## config.mk

```make
export PLATFORM = sky130hd
export DESIGN_NAME = id_ex_operand_stage_flat
export DESIGN_NICKNAME = d
export VERILOG_FILES = /design/src/rtl/id_ex_operand_stage_if.sv /design/src/rtl/id_ex_operand_stage.sv /design/src/flat_wrapper.sv
export SDC_FILE = /design/constraint.sdc
export NUM_CORES = 1
export LEC_CHECK = 0
export BUFFER_PORTS_ARGS = -buffer_cell sky130_fd_sc_hd__buf_4
export CAP_MARGIN = 0
export CORE_AREA = 2 2 147 149
export DETAILED_ROUTE_END_ITERATION = 6
export DIE_AREA = 0 0 149 151
export PLACE_DENSITY = 0.78
export REMOVE_ABC_BUFFERS = 1
export SLEW_MARGIN = 0
export SYNTH_ARGS = -nofsm -noshare
export SYNTH_HDL_FRONTEND = slang
export SYNTH_SLANG_ARGS = --single-unit
```

## constraint.sdc

```tcl
create_clock -name i_clk -period 3.25 [get_ports i_clk]
set_input_delay 0.65 -clock i_clk [delete_from_list [all_inputs] [get_ports i_clk]]
set_output_delay 0.65 -clock i_clk [all_outputs]
set_load 0.02 [all_outputs]
```

## src/rtl/id_ex_operand_stage_if.sv

```systemverilog
// ID/EX operand stage bus: pipeline control, ID-side instruction fields,
// MEM/WB forwarding sources and the EX-side outputs toward the ALU.
interface id_ex_operand_stage_if #(
  parameter int unsigned XLEN    = 32,
  parameter int unsigned ALUOP_W = 4
);
  // Pipeline control from the hazard controller
  logic               stall;
  logic               flush;
  // Decoded instruction in ID
  logic               id_valid;
  logic [XLEN-1:0]    id_pc;
  logic [XLEN-1:0]    id_rs1_data;
  logic [XLEN-1:0]    id_rs2_data;
  logic [XLEN-1:0]    id_imm;
  logic [4:0]         id_rs1_addr;
  logic [4:0]         id_rs2_addr;
  logic [4:0]         id_rd_addr;
  logic [ALUOP_W-1:0] id_aluop;
  logic               id_sel_a;
  logic               id_sel_b;
  logic               id_reg_wr;
  logic               id_mem_rd;
  logic               id_mem_wr;
  // Forwarding sources
  logic               mem_reg_wr;
  logic [4:0]         mem_rd_addr;
  logic [XLEN-1:0]    mem_fwd_data;
  logic               wb_reg_wr;
  logic [4:0]         wb_rd_addr;
  logic [XLEN-1:0]    wb_wdata;
  // EX-side outputs
  logic               ex_valid;
  logic [XLEN-1:0]    opr_a;
  logic [XLEN-1:0]    opr_b;
  logic [ALUOP_W-1:0] aluop;
  logic [XLEN-1:0]    ex_pc;
  logic [XLEN-1:0]    ex_store_data;
  logic [4:0]         ex_rd_addr;
  logic               ex_reg_wr;
  logic               ex_mem_rd;
  logic               ex_mem_wr;
  logic               load_use_hazard;

  modport master (
    output stall, flush,
    output id_valid, id_pc, id_rs1_data, id_rs2_data, id_imm,
    output id_rs1_addr, id_rs2_addr, id_rd_addr, id_aluop,
    output id_sel_a, id_sel_b, id_reg_wr, id_mem_rd, id_mem_wr,
    output mem_reg_wr, mem_rd_addr, mem_fwd_data,
    output wb_reg_wr, wb_rd_addr, wb_wdata,
    input  ex_valid, opr_a, opr_b, aluop, ex_pc, ex_store_data,
    input  ex_rd_addr, ex_reg_wr, ex_mem_rd, ex_mem_wr, load_use_hazard
  );

  modport slave (
    input  stall, flush,
    input  id_valid, id_pc, id_rs1_data, id_rs2_data, id_imm,
    input  id_rs1_addr, id_rs2_addr, id_rd_addr, id_aluop,
    input  id_sel_a, id_sel_b, id_reg_wr, id_mem_rd, id_mem_wr,
    input  mem_reg_wr, mem_rd_addr, mem_fwd_data,
    input  wb_reg_wr, wb_rd_addr, wb_wdata,
    output ex_valid, opr_a, opr_b, aluop, ex_pc, ex_store_data,
    output ex_rd_addr, ex_reg_wr, ex_mem_rd, ex_mem_wr, load_use_hazard
  );
endinterface

```

## src/rtl/id_ex_operand_stage.sv

```systemverilog
// ID/EX pipeline register feeding the ALU. Captures decoded fields, forwards
// MEM/WB results into the registered operands and flags load-use hazards.
module id_ex_operand_stage #(
  parameter int unsigned XLEN    = 32,
  parameter int unsigned ALUOP_W = 4
) (
  input logic                   i_clk,
  input logic                   i_rst,
  id_ex_operand_stage_if.slave  bus
);

  logic               r_valid;
  logic [XLEN-1:0]    r_pc;
  logic [XLEN-1:0]    r_rs1;
  logic [XLEN-1:0]    r_rs2;
  logic [XLEN-1:0]    r_imm;
  logic [4:0]         r_rs1_addr;
  logic [4:0]         r_rs2_addr;
  logic [4:0]         r_rd_addr;
  logic [ALUOP_W-1:0] r_aluop;
  logic               r_sel_a;
  logic               r_sel_b;
  logic               r_reg_wr;
  logic               r_mem_rd;
  logic               r_mem_wr;

  logic [XLEN-1:0]    w_fwd_rs1;
  logic [XLEN-1:0]    w_fwd_rs2;

  // Pipeline register update: reset/flush insert a bubble, stall holds control
  // but refreshes rs1/rs2 so a producer leaving WB mid-stall is not lost.
  always_ff @(posedge i_clk) begin
    if (i_rst || bus.flush) begin
      r_valid    <= 1'b0;
      r_pc       <= '0;
      r_rs1      <= '0;
      r_rs2      <= '0;
      r_imm      <= '0;
      r_rs1_addr <= '0;
      r_rs2_addr <= '0;
      r_rd_addr  <= '0;
      r_aluop    <= '0;
      r_sel_a    <= 1'b0;
      r_sel_b    <= 1'b0;
      r_reg_wr   <= 1'b0;
      r_mem_rd   <= 1'b0;
      r_mem_wr   <= 1'b0;
    end else if (bus.stall) begin
      r_rs1 <= w_fwd_rs1;
      r_rs2 <= w_fwd_rs2;
    end else begin
      r_valid    <= bus.id_valid;
      r_pc       <= bus.id_pc;
      r_rs1      <= bus.id_rs1_data;
      r_rs2      <= bus.id_rs2_data;
      r_imm      <= bus.id_imm;
      r_rs1_addr <= bus.id_rs1_addr;
      r_rs2_addr <= bus.id_rs2_addr;
      r_rd_addr  <= bus.id_rd_addr;
      r_aluop    <= bus.id_aluop;
      r_sel_a    <= bus.id_sel_a;
      r_sel_b    <= bus.id_sel_b;
      // An invalid slot must never write state downstream
      r_reg_wr   <= bus.id_valid & bus.id_reg_wr;
      r_mem_rd   <= bus.id_valid & bus.id_mem_rd;
      r_mem_wr   <= bus.id_valid & bus.id_mem_wr;
    end
  end

  // rs1 forwarding: x0 never forwarded, MEM is younger so it beats WB
  always_comb begin
    w_fwd_rs1 = r_rs1;
    if (r_rs1_addr != 5'd0) begin
      if (bus.mem_reg_wr && (bus.mem_rd_addr == r_rs1_addr)) begin
        w_fwd_rs1 = bus.mem_fwd_data;
      end else if (bus.wb_reg_wr && (bus.wb_rd_addr == r_rs1_addr)) begin
        w_fwd_rs1 = bus.wb_wdata;
      end
    end
  end

  // rs2 forwarding, same priority as rs1
  always_comb begin
    w_fwd_rs2 = r_rs2;
    if (r_rs2_addr != 5'd0) begin
      if (bus.mem_reg_wr && (bus.mem_rd_addr == r_rs2_addr)) begin
        w_fwd_rs2 = bus.mem_fwd_data;
      end else if (bus.wb_reg_wr && (bus.wb_rd_addr == r_rs2_addr)) begin
        w_fwd_rs2 = bus.wb_wdata;
      end
    end
  end

  assign bus.ex_valid      = r_valid;
  assign bus.opr_a         = r_sel_a ? r_pc : w_fwd_rs1;
  assign bus.opr_b         = r_sel_b ? r_imm : w_fwd_rs2;
  assign bus.aluop         = r_aluop;
  assign bus.ex_pc         = r_pc;
  assign bus.ex_store_data = w_fwd_rs2;
  assign bus.ex_rd_addr    = r_rd_addr;
  assign bus.ex_reg_wr     = r_reg_wr;
  assign bus.ex_mem_rd     = r_mem_rd;
  assign bus.ex_mem_wr     = r_mem_wr;

  // Conservative: rs2 is compared even for instructions that ignore it
  assign bus.load_use_hazard = r_valid & r_mem_rd & (r_rd_addr != 5'd0) & bus.id_valid &
                               ((bus.id_rs1_addr == r_rd_addr) |
                                (bus.id_rs2_addr == r_rd_addr));

endmodule

```

## src/flat_wrapper.sv

```systemverilog
// flat-port wrapper written by rule: the top's interface ports become plain ports
module id_ex_operand_stage_flat 
#(
  parameter int unsigned XLEN    = 32,
  parameter int unsigned ALUOP_W = 4
)
  (i_clk, i_rst, bus_stall, bus_flush, bus_id_valid, bus_id_pc, bus_id_rs1_data, bus_id_rs2_data, bus_id_imm, bus_id_rs1_addr, bus_id_rs2_addr, bus_id_rd_addr, bus_id_aluop, bus_id_sel_a, bus_id_sel_b, bus_id_reg_wr, bus_id_mem_rd, bus_id_mem_wr, bus_mem_reg_wr, bus_mem_rd_addr, bus_mem_fwd_data, bus_wb_reg_wr, bus_wb_rd_addr, bus_wb_wdata, bus_ex_valid, bus_opr_a, bus_opr_b, bus_aluop, bus_ex_pc, bus_ex_store_data, bus_ex_rd_addr, bus_ex_reg_wr, bus_ex_mem_rd, bus_ex_mem_wr, bus_load_use_hazard);
  id_ex_operand_stage_if #(.XLEN(XLEN), .ALUOP_W(ALUOP_W)) bus_i ();
  input logic i_clk;
  input logic i_rst;
  input wire logic [$bits(bus_i.stall)-1:0] bus_stall;
  input wire logic [$bits(bus_i.flush)-1:0] bus_flush;
  input wire logic [$bits(bus_i.id_valid)-1:0] bus_id_valid;
  input wire logic [$bits(bus_i.id_pc)-1:0] bus_id_pc;
  input wire logic [$bits(bus_i.id_rs1_data)-1:0] bus_id_rs1_data;
  input wire logic [$bits(bus_i.id_rs2_data)-1:0] bus_id_rs2_data;
  input wire logic [$bits(bus_i.id_imm)-1:0] bus_id_imm;
  input wire logic [$bits(bus_i.id_rs1_addr)-1:0] bus_id_rs1_addr;
  input wire logic [$bits(bus_i.id_rs2_addr)-1:0] bus_id_rs2_addr;
  input wire logic [$bits(bus_i.id_rd_addr)-1:0] bus_id_rd_addr;
  input wire logic [$bits(bus_i.id_aluop)-1:0] bus_id_aluop;
  input wire logic [$bits(bus_i.id_sel_a)-1:0] bus_id_sel_a;
  input wire logic [$bits(bus_i.id_sel_b)-1:0] bus_id_sel_b;
  input wire logic [$bits(bus_i.id_reg_wr)-1:0] bus_id_reg_wr;
  input wire logic [$bits(bus_i.id_mem_rd)-1:0] bus_id_mem_rd;
  input wire logic [$bits(bus_i.id_mem_wr)-1:0] bus_id_mem_wr;
  input wire logic [$bits(bus_i.mem_reg_wr)-1:0] bus_mem_reg_wr;
  input wire logic [$bits(bus_i.mem_rd_addr)-1:0] bus_mem_rd_addr;
  input wire logic [$bits(bus_i.mem_fwd_data)-1:0] bus_mem_fwd_data;
  input wire logic [$bits(bus_i.wb_reg_wr)-1:0] bus_wb_reg_wr;
  input wire logic [$bits(bus_i.wb_rd_addr)-1:0] bus_wb_rd_addr;
  input wire logic [$bits(bus_i.wb_wdata)-1:0] bus_wb_wdata;
  output wire logic [$bits(bus_i.ex_valid)-1:0] bus_ex_valid;
  output wire logic [$bits(bus_i.opr_a)-1:0] bus_opr_a;
  output wire logic [$bits(bus_i.opr_b)-1:0] bus_opr_b;
  output wire logic [$bits(bus_i.aluop)-1:0] bus_aluop;
  output wire logic [$bits(bus_i.ex_pc)-1:0] bus_ex_pc;
  output wire logic [$bits(bus_i.ex_store_data)-1:0] bus_ex_store_data;
  output wire logic [$bits(bus_i.ex_rd_addr)-1:0] bus_ex_rd_addr;
  output wire logic [$bits(bus_i.ex_reg_wr)-1:0] bus_ex_reg_wr;
  output wire logic [$bits(bus_i.ex_mem_rd)-1:0] bus_ex_mem_rd;
  output wire logic [$bits(bus_i.ex_mem_wr)-1:0] bus_ex_mem_wr;
  output wire logic [$bits(bus_i.load_use_hazard)-1:0] bus_load_use_hazard;
  assign bus_i.stall = bus_stall;
  assign bus_i.flush = bus_flush;
  assign bus_i.id_valid = bus_id_valid;
  assign bus_i.id_pc = bus_id_pc;
  assign bus_i.id_rs1_data = bus_id_rs1_data;
  assign bus_i.id_rs2_data = bus_id_rs2_data;
  assign bus_i.id_imm = bus_id_imm;
  assign bus_i.id_rs1_addr = bus_id_rs1_addr;
  assign bus_i.id_rs2_addr = bus_id_rs2_addr;
  assign bus_i.id_rd_addr = bus_id_rd_addr;
  assign bus_i.id_aluop = bus_id_aluop;
  assign bus_i.id_sel_a = bus_id_sel_a;
  assign bus_i.id_sel_b = bus_id_sel_b;
  assign bus_i.id_reg_wr = bus_id_reg_wr;
  assign bus_i.id_mem_rd = bus_id_mem_rd;
  assign bus_i.id_mem_wr = bus_id_mem_wr;
  assign bus_i.mem_reg_wr = bus_mem_reg_wr;
  assign bus_i.mem_rd_addr = bus_mem_rd_addr;
  assign bus_i.mem_fwd_data = bus_mem_fwd_data;
  assign bus_i.wb_reg_wr = bus_wb_reg_wr;
  assign bus_i.wb_rd_addr = bus_wb_rd_addr;
  assign bus_i.wb_wdata = bus_wb_wdata;
  assign bus_ex_valid = bus_i.ex_valid;
  assign bus_opr_a = bus_i.opr_a;
  assign bus_opr_b = bus_i.opr_b;
  assign bus_aluop = bus_i.aluop;
  assign bus_ex_pc = bus_i.ex_pc;
  assign bus_ex_store_data = bus_i.ex_store_data;
  assign bus_ex_rd_addr = bus_i.ex_rd_addr;
  assign bus_ex_reg_wr = bus_i.ex_reg_wr;
  assign bus_ex_mem_rd = bus_i.ex_mem_rd;
  assign bus_ex_mem_wr = bus_i.ex_mem_wr;
  assign bus_load_use_hazard = bus_i.load_use_hazard;
  id_ex_operand_stage #(.XLEN(XLEN), .ALUOP_W(ALUOP_W)) u_core (.i_clk(i_clk), .i_rst(i_rst), .bus(bus_i));
endmodule
```

==> metrics.cfg <==
[status]
status = finished, final reports clean

[clocking]
clk_path_buf_depth = 2
cts_buffers = 17
clkSinkCount = 153
cts_root_buf = clkbuf_16
cts_setup_buffers = 0
htreeDepth = 4
worstSkewPairLatency_ns = 0.43
clk_pin_slew_ns = 0.07
cts-hold-fix-buffers = 0
cts_tree = yes

[power]
sequentialPowerShare_pct = 37.4
intPower_mw = 3.885
switching_power_mw = 1.445
switching_share_pct = 27.11
power_density_nw_per_um2 = 438.9
ir_worst_vdd_v = 0.0003376
clock_power_share_pct = 43.3
p_leak_nw = 5.459
combPwrFrac_pct = 19.3

[yosys]
ys_types = 35
avgSynthCellArea_um2 = 7.979
seq_area_frac_synth_pct = 37.09
synth-simple-area-share_pct = 13.32
synth_area_um2 = 8258
yosysTopAreaCellShare_pct = 37.09
synth_fa_ha_area_share_pct = 0
synth_cells = 1035
synth_top_family_by_area = compound AO/OA/AOI/OAI gates
yosysWarnings = 0
synth_compound_area_share_pct = 25.45
synthTopCellsByArea = dfxtp_1 (37%), mux2i_1 (10%), nand2_1 (7.4%), o21ai_0 (5.8%), o22ai_1 (4.8%)
synth_xor_area_share_pct = 3.182
synth-seq-cells = 153
synth.largest_area_cell = dfxtp_1
muxShareOfSynthArea_pct = 14.67

[setup_path]
cp_max_fo = 17
cp.required_ns = 2.60
start_kind = flop
crit_path_end_kind = output port
critPathKind = reg2out
cp.arrival_ns = 2.51

[place]
post_dp_cell_area_um2 = 11450
gp_congestion = 0.8223
dp.cells = 1626
hpwlAfterDp_um = 23490
port_buffers = 374

[timing]
slew_violations = 0
max_freq_mhz = 316.6
timing.final.hold_violations = 0
period_share_pct = 97.19
slew_headroom_pct = 19.63
setup_viol = 0
holdWs_ns = 0.4511
tightest_slew_ns = 1.206
clock-skew-final_ns = 0.01001
fin_crit_ns = 3.159
tns_ns = 0

[finish]
area_delta_synth_final_pct = 47.06
instances_no_fill = 1656
antenna_cells = 0
layout-drive-gt1-share_pct = 39.68
design_area_um2 = 12140
fin_nets = 1603
fillers = 1902

[drt]
ant_nets = 0
drt-initial-drc-count = 678
drc = 0
drt-total-wl_um = 32200
wl_per_cell_um = 19.45
firstDrtPassIters = 5
num_vias = 9346
via_per_inst = 5.644

[die]
rows = 53
die_h_um = 151
io_pins = 375
fp.dieW_um = 149
dieArea_um2 = 22500
initial_core_util_pct = 39.66
core-area_um2 = 20820

[job]
maxCapViolations = 0

[global_routing]
track_usage_pct = 27.55
antenna_found_initial = 0
grt_max_degree = 66
grt_pass1_vias = 9194
grt_overflow = 0
grt_pass1_wl_um = 48580

[min_path]
min_path_type = in2reg

==> worst max-delay path, stage by stage, from the launching register on <==
cell and delay (ns):
dfxtp_1 0.35, xor2_1 0.18, nor3_2 0.24, and3_1 0.23
o21ai_4 0.12, buf_12 0.18, a22oi_2 0.25, inv_2 0.06
mux2_2 0.28, buf_4 0.16
==> routing by layer <==
metal  global-route usage, %  wire length [um]
met5                       0                 0
met4                   13.76              1427
met3                   7.560              3069
met2                   47.65             15650
met1                   31.31             12060
==> cells by family (layout without fill, tap and decap cells) <==
family | after synthesis | after routing
and+or+nand+nor | 281 | 281
DFF | 153 | 153
xor gates and xnor gates | 30 | 30
buffers and inverters | 125 | 471
muxes | 117 | 117
AOI/OAI and AO/OA | 329 | 329
==> cell type report <==
type                            count  area, um2  area share, %
Multi-Input combinational cell    757       4761          39.20
Timing Repair Buffer              409       3189          26.26
Sequential cell                   153       3067          25.25
Clock buffer                       19      442.9          3.647
Tap cell                          275      344.1          2.833
Clock inverter                     11      220.2          1.813
Inverter                           32      120.1         0.9891
==> final timing paths <==
| check | startpoint | end | slack, ns | depth (start not counted) |
|---|---|---|---|---|
| max | u_core.r_rs2_addr[3] | bus_opr_b[19] | 0.09 | 9 |
| max reg2reg | u_core.r_rs1_addr[0] | u_core.r_rs1[25] | 0.54 | 6 |
| min reg2reg | u_core.r_rs1[2] | u_core.r_rs1[2] | 0.46 | 2 |
| min | bus_id_pc[0] | u_core.bus.ex_pc[0] | 0.45 | 3 |
==> sequential cells by signal, indices dropped and copies added (netlist names) <==
| register | cells |
|---|---|
| u_core.r_sel_a | 1 |
| u_core.bus.ex_pc | 32 |
| u_core.r_rs1 | 32 |
| u_core.bus.ex_mem_wr | 1 |
| u_core.bus.aluop | 4 |
| u_core.r_rs2 | 32 |
| u_core.bus.ex_reg_wr | 1 |
| u_core.r_rs2_addr | 5 |
| u_core.bus.ex_rd_addr | 5 |
| u_core.r_imm | 32 |
| u_core.bus.ex_mem_rd | 1 |
| u_core.r_rs1_addr | 5 |
| u_core.bus.ex_valid | 1 |
| u_core.r_sel_b | 1 |
==> stage by stage <==
step | power [mW] | util [%] | worst slack [ns]
2_1_floorplan | 2.472 | - | -0.4811
3_3_place_gp | 3.030 | 54.99 | 0.07078
3_5_place_dp | 3.051 | 54.99 | 0.08749
4_1_cts | 5.342 | 58.20 | 0.05159
5_1_grt | 5.515 | 58.32 | -0.02951
6_report | 5.331 | 58.32 | 0.09137
==> placed cells by master, fill, tap and decap left out, types with 3 or more instances in the layout <==
cell type  count
a21oi_1       65
clkinv_4       3
o211ai_1      32
dfxtp_1      150
a31oi_1       32
buf_12         9
o21ai_0       96
a22oi_2       31
o22ai_1       62
inv_1          3
xnor2_1       14
buf_4        399
nand2_1      161
nor2_1        94
nor3_1         5
a22oi_1        5
mux2_2        32
dfxtp_2        3
mux2i_1       85
nand3_1        4
inv_2         29
clkbuf_16     17
bufinv_16      6
nor2_4         3
xor2_1        16
==> synthesized netlist by cell type <==
cell and instances:
o21ai_2 1, o211ai_2 1, inv_1 3, dfxtp_1 153, or4_1 1, a31oi_1 32, and2_1 1, nor2b_1 1
nand2_1 162, a21oi_1 65, xnor2_1 14, a22oi_1 6, xor2_1 16, buf_6 3, nand3_1 6, mux2i_1 85
a22oi_2 30, or2_2 2, o21ai_0 96, o21ai_1 1, and3_1 2, nor2_1 98, clkbuf_1 61, o22ai_1 64
nor3_1 5, nor3_2 1, o211ai_1 32, buf_4 1, buf_1 9, buf_2 19, nand3b_1 1, mux2_2 32
o2111ai_1 1, inv_2 29, or3_1 1
==> power by group through the flow <==
stage               Sequential, mW  Combinational [mW]  Clock, mW
global placement              2.03               0.998          0
finish                        1.99                1.03       2.31
CTS                           1.99                1.02       2.33
floorplan                     2.05               0.425          0
detailed placement            2.03                1.02          0
global route                  2.00                1.10       2.42
==> timing repair <==
action / 4_1_cts / 5_1_grt
pin swaps: 0 / 0
resized for setup: 1 / 6
endpoints found under the setup margin: 1 / 31
Power figures use the tool's default switching activity.
